## config.mk

```make
export PLATFORM = sky130hd
export DESIGN_NAME = countdown_64
export DESIGN_NICKNAME = d
export VERILOG_FILES = /design/src/rtl/countdown_64_pkg.sv /design/src/rtl/countdown_64_tff_ld.sv /design/src/rtl/countdown_64.sv
export SDC_FILE = /design/constraint.sdc
export NUM_CORES = 1
export LEC_CHECK = 0
export BUFFER_PORTS_ARGS = -buffer_cell sky130_fd_sc_hd__buf_4
export CAP_MARGIN = 20
export CORE_AREA = 3 3 40 42
export DETAILED_ROUTE_END_ITERATION = 10
export DIE_AREA = 0 0 43 45
export HOLD_SLACK_MARGIN = 0.15
export PLACE_DENSITY_LB_ADDON = 0.1
export SYNTH_ARGS = -nofsm -noshare
export SYNTH_HDL_FRONTEND = slang
export SYNTH_SLANG_ARGS = --single-unit
```

## constraint.sdc

```tcl
create_clock -name clk -period 4.3 [get_ports clk]
set_input_delay 0.645 -clock clk [delete_from_list [all_inputs] [get_ports clk]]
set_output_delay 0.645 -clock clk [all_outputs]
set_load 0.005 [all_outputs]
```

## src/rtl/countdown_64_pkg.sv

```systemverilog
`default_nettype none
// ============================================================================
// Module   : countdown_64_pkg
// Purpose  : Shared constants for the 6-bit iteration down-counter. The FSM
//            state encodings match the multdiv control FSM so the two can be
//            decoded with the same constants.
// Contents : c_width, c_st_idle / c_st_run / c_st_done, state_t
// Revision : 1.0 - initial release
// ============================================================================
package countdown_64_pkg;

  localparam int c_width = 6;

  typedef logic [1:0] state_t;

  localparam state_t c_st_idle = 2'b00;
  localparam state_t c_st_run  = 2'b01;
  localparam state_t c_st_done = 2'b10;

endpackage : countdown_64_pkg
`default_nettype wire

```

## src/rtl/countdown_64_tff_ld.sv

```systemverilog
`default_nettype none
// ============================================================================
// Module   : tff_ld
// Purpose  : Loadable toggle flip-flop, one bit of the ripple-borrow counter.
//            Load takes priority over toggle.
// Ports    : clk   - rising-edge clock
//            clr_n - asynchronous active-low clear
//            ld    - load d into q
//            d     - load value
//            t     - toggle enable
//            q     - stored bit
// Revision : 1.0 - initial release
// ============================================================================
module tff_ld (
  input  logic clk,
  input  logic clr_n,
  input  logic ld,
  input  logic d,
  input  logic t,
  output logic q
);

  logic r_q;

  always_ff @(posedge clk or negedge clr_n) begin
    if (!clr_n) begin
      r_q <= 1'b0;
    end else if (ld) begin
      r_q <= d;
    end else if (t) begin
      r_q <= ~r_q;
    end
  end

  assign q = r_q;

endmodule : tff_ld
`default_nettype wire

```

## src/rtl/countdown_64.sv

```systemverilog
`default_nettype none
// ============================================================================
// Module   : countdown_64
// Purpose  : Loadable 6-bit down-counter with start/ready/done handshake.
//            Counts a programmed number of iterations down to zero and pulses
//            done for one cycle. Datapath is a ripple-borrow chain of toggle
//            flip-flops.
// Ports    : clk      - rising-edge clock
//            clr_n    - asynchronous active-low clear
//            start    - load count_in and begin (accepted only when ready)
//            count_in - iteration count N (0..63)
//            stall    - hold the count this cycle while running
//            out      - remaining count
//            ready    - idle, can accept start
//            busy     - counting
//            done     - one-cycle completion pulse, out==0 while high
// Revision : 1.0 - initial release
// ============================================================================
module countdown_64
  import countdown_64_pkg::*;
(
  input  logic               clk,
  input  logic               clr_n,
  input  logic               start,
  input  logic [c_width-1:0] count_in,
  input  logic               stall,
  output logic [c_width-1:0] out,
  output logic               ready,
  output logic               busy,
  output logic               done
);

  state_t             r_state;
  state_t             w_next_state;
  logic [c_width-1:0] w_q;
  logic [c_width-1:0] w_t;
  logic               w_ld;
  logic               w_dec;
  logic               w_out_is_one;

  // --------------------------------------------------------------------------
  // Datapath control
  // --------------------------------------------------------------------------
  // A load happens only from IDLE; a zero count loads 0 and heads to DONE.
  assign w_ld  = (r_state == c_st_idle) && start;

  // The nonzero guard keeps the borrow chain from ever wrapping 0 -> 63,
  // even though RUN is never entered with a zero count.
  assign w_dec = (r_state == c_st_run) && !stall && (|w_q);

  assign w_out_is_one = (w_q == c_width'(1));

  // Borrow chain: bit i toggles when all lower bits are zero.
  assign w_t[0] = w_dec;

  generate
    for (genvar i = 1; i < c_width; i++) begin : g_borrow
      assign w_t[i] = w_t[i-1] & ~w_q[i-1];
    end
  endgenerate

  generate
    for (genvar i = 0; i < c_width; i++) begin : g_bits
      tff_ld u_tff (
        .clk   (clk),
        .clr_n (clr_n),
        .ld    (w_ld),
        .d     (count_in[i]),
        .t     (w_t[i]),
        .q     (w_q[i])
      );
    end
  endgenerate

  assign out = w_q;

  // --------------------------------------------------------------------------
  // FSM: state register
  // --------------------------------------------------------------------------
  always_ff @(posedge clk or negedge clr_n) begin
    if (!clr_n) begin
      r_state <= c_st_idle;
    end else begin
      r_state <= w_next_state;
    end
  end

  // --------------------------------------------------------------------------
  // FSM: next-state logic
  // --------------------------------------------------------------------------
  always_comb begin
    w_next_state = r_state;
    case (r_state)
      c_st_idle: begin
        if (start) begin
          w_next_state = (count_in == '0) ? c_st_done : c_st_run;
        end
      end
      c_st_run: begin
        if (!stall && w_out_is_one) begin
          w_next_state = c_st_done;
        end
      end
      c_st_done: begin
        w_next_state = c_st_idle;
      end
      default: begin
        w_next_state = c_st_idle;
      end
    endcase
  end

  // --------------------------------------------------------------------------
  // FSM: output decode (from registered state only)
  // --------------------------------------------------------------------------
  always_comb begin
    ready = 1'b0;
    busy  = 1'b0;
    done  = 1'b0;
    case (r_state)
      c_st_idle: ready = 1'b1;
      c_st_run:  busy  = 1'b1;
      c_st_done: done  = 1'b1;
      default:   ready = 1'b0;
    endcase
  end

endmodule : countdown_64
`default_nettype wire

```

==> impl_metrics.py <==
metrics = {
    "outcome": {
        "outcome": "complete, no violations",
    },
    "power_and_ir_drop": {
        "ir_drop_v": 0.000347,
        "p_leak_nw": 0.303,
        "p_per_area_nw_per_um2": 654,
        "power_mw": 0.443,
    },
    "die": {
        "die_h_um": 45,
        "die-area_um2": 1940,
        "core.rowCount": 13,
        "core_um2": 1280,
        "dieWidth_um": 43,
        "io_pins": 19,
        "start_util": 0.431,
    },
    "worst_setup_path": {
        "cp_num_buf_inv": 1,
        "crit_slowest_cell": "dfrtp_1",
        "r2r_cells": 3,
        "crit_family": "flip-flops",
        "critPathArrivalTime_ps": 1090,
        "critPathMaxFanout": 9,
        "path_cells": "nor2b_1 > buf_4",
        "setup.worst_path.end_class": "output port",
        "cp-start-kind": "register",
        "crit_type": "reg2out",
        "path_depth": 2,
        "required_ps": 3650,
        "max_stage_delay_ps": 470,
    },
    "routing": {
        "post_drt_wl_per_cell_um": 14.2,
        "viasPerCell": 5.59,
        "drtPass1Iterations": 4,
        "vias": 486,
        "drt-total-wl_um": 1240,
        "drt_first_iter_violations": 1,
        "ant_nets": 0,
        "drc_errors": 0,
    },
    "flow_run": {
        "maxCapViolCount": 0,
    },
    "global_routing": {
        "overflow": 0,
        "grt_pass1_vias": 461,
        "grt_first_pass_wirelength_um": 2210,
        "grt_max_degree": 10,
        "antenna_found_initial": 0,
        "grt_usage": 0.157,
    },
    "placed_design": {
        "gp_congestion": 0.735,
        "portBuffers": 18,
        "hpwl_um": 950,
        "placed_cells": 84,
        "placed_cell_area_um2": 654,
    },
    "cells_and_area": {
        "fillCellCount": 127,
        "fin_cells": 87,
        "drive_above_1_share": 0.361,
        "nets": 84,
        "n_antenna_cell": 0,
        "final_area_um2": 677,
        "syn2layout_area_growth_pct": 22.1,
    },
    "timing": {
        "finalCritPeriodShare": 0.403,
        "min_period_ps": 1730,
        "skew_ps": 2.78,
        "whs_ps": 200,
        "setup_viol": 0,
        "fmax_ghz": 0.576,
        "slew_headroom": 0.690,
        "slew_viol_final": 0,
        "rsz0062_at_grt": "false",
        "finalHoldViolCount": 0,
        "fin_setup_tns_ps": 0,
        "worst_pin_slew_ps": 463,
    },
    "yosys": {
        "synth_flop_cell": "dfrtp_1",
        "syn_avg_cell_area_um2": 9.39,
        "yosysUniqueCellTypes": 27,
        "async_flop_share": 1.00,
        "synth_warnings": 0,
        "ys_ff_latch": 8,
        "syn_area_um2": 554,
        "synth_cells": 59,
        "synth_seq_area_share": 0.361,
        "synth_enable_flop_cells": 0,
        "syn_nets": 69,
    },
    "clocking": {
        "max-clock-path-buffers": 2,
        "cts_resized": 0,
        "cts_root_buf": "clkbuf_4",
        "path_clk_slew_ps": 60,
        "cts_buffers": 3,
        "cts_tree": "done",
        "cts-hold-fix-buffers": 0,
        "postCtsSetupBuffers": 0,
        "htreeDepth": 1,
        "insertion_delay_ps": 250,
        "clock_sinks": 8,
    },
    "hold_path": {
        "hold_class": "in2async",
    },
}
## final timing paths
check / slack [ps] / start / end
max in group asynchronous: 3970 / clr_n / r_state[1]
worst max register to register: 2680 / g_bits[1].u_tff.q / r_state[0]
min in group clk: 610 / g_bits[4].u_tff.q / g_bits[4].u_tff.q
worst min register to register: 610 / g_bits[4].u_tff.q / g_bits[4].u_tff.q
worst min-delay path: 200 / clr_n / g_bits[4].u_tff.q
worst max-delay path: 2570 / r_state[0] / busy
## cell type report
type | count | area (µm²) | share of cell area
clock buffer | 3 | 22.5 | 0.0333
inverter | 3 | 11.3 | 0.0166
multi-input combinational | 40 | 289 | 0.427
sequential | 8 | 200 | 0.296
tap | 15 | 18.8 | 0.0277
timing repair buffer | 18 | 135 | 0.200
## cells by family after synthesis
logic type      synth area share
compound gates             0.237
flops                      0.361
simple gates               0.284
buf+inv                    0.117
## report_power, final
group | internal, mW | total (mW) | switching [mW] | leakage (nW)
Clock | 0.0319 | 0.0574 | 0.0254 | 0.0138
Sequential | 0.111 | 0.177 | 0.0654 | 0.0949
Combinational | 0.117 | 0.209 | 0.0922 | 0.194
## routing by layer
metal  share of wire  track usage
met1            0.46        0.217
met4          0.0097       0.0361
met5               0            0
met2            0.45        0.231
met3           0.079       0.0637
## Yosys cell counts (all sizes together), types with 2 or more instances
library cell  n  area share
dfrtp         8        0.36
buf           7       0.090
nor2          6       0.041
o21ai         5       0.045
a21oi         4       0.036
inv           3       0.020
a31oi         2       0.023
nand2         2       0.014
nor2b         2       0.023
o211ai        2       0.027
o41ai         2       0.059
or3b          2       0.032
or4           2       0.027
## through the flow
stage | util | worst slack (ps)
after CTS | 0.527 | 2550
final | 0.527 | 2570
after global placement | 0.509 | 2470
after detailed placement | 0.509 | 2440
after floorplan | - | 2630
after global routing | 0.527 | 2460
## cell usage in the layout (no fill, tap or decap), drive strengths merged, types with 2 or more instances in the layout
cell type | synthesis | layout
nand2 | 2 | 2
o21ai | 5 | 5
nor2 | 6 | 6
o211ai | 2 | 2
a31oi | 2 | 2
buf | 7 | 18
or4 | 2 | 2
a21oi | 4 | 4
inv | 3 | 3
clkbuf | 1 | 3
nor2b | 2 | 2
or3b | 2 | 2
o41ai | 2 | 2
dfrtp | 8 | 8
## state kept, by name, indices dropped and copies added (netlist names)
signal,count
g_bits.u_tff.q,6
r_state,2
## worst register-to-register path: cells and delay by family (launching register included)
| family | cells | cell delay (ps) |
|---|---|---|
| flip-flops | 1 | 440 |
| AND/OR/NAND/NOR | 1 | 680 |
| AO/OA/AOI/OAI | 2 | 360 |
No activity file was read; power rests on OpenSTA's default activity.
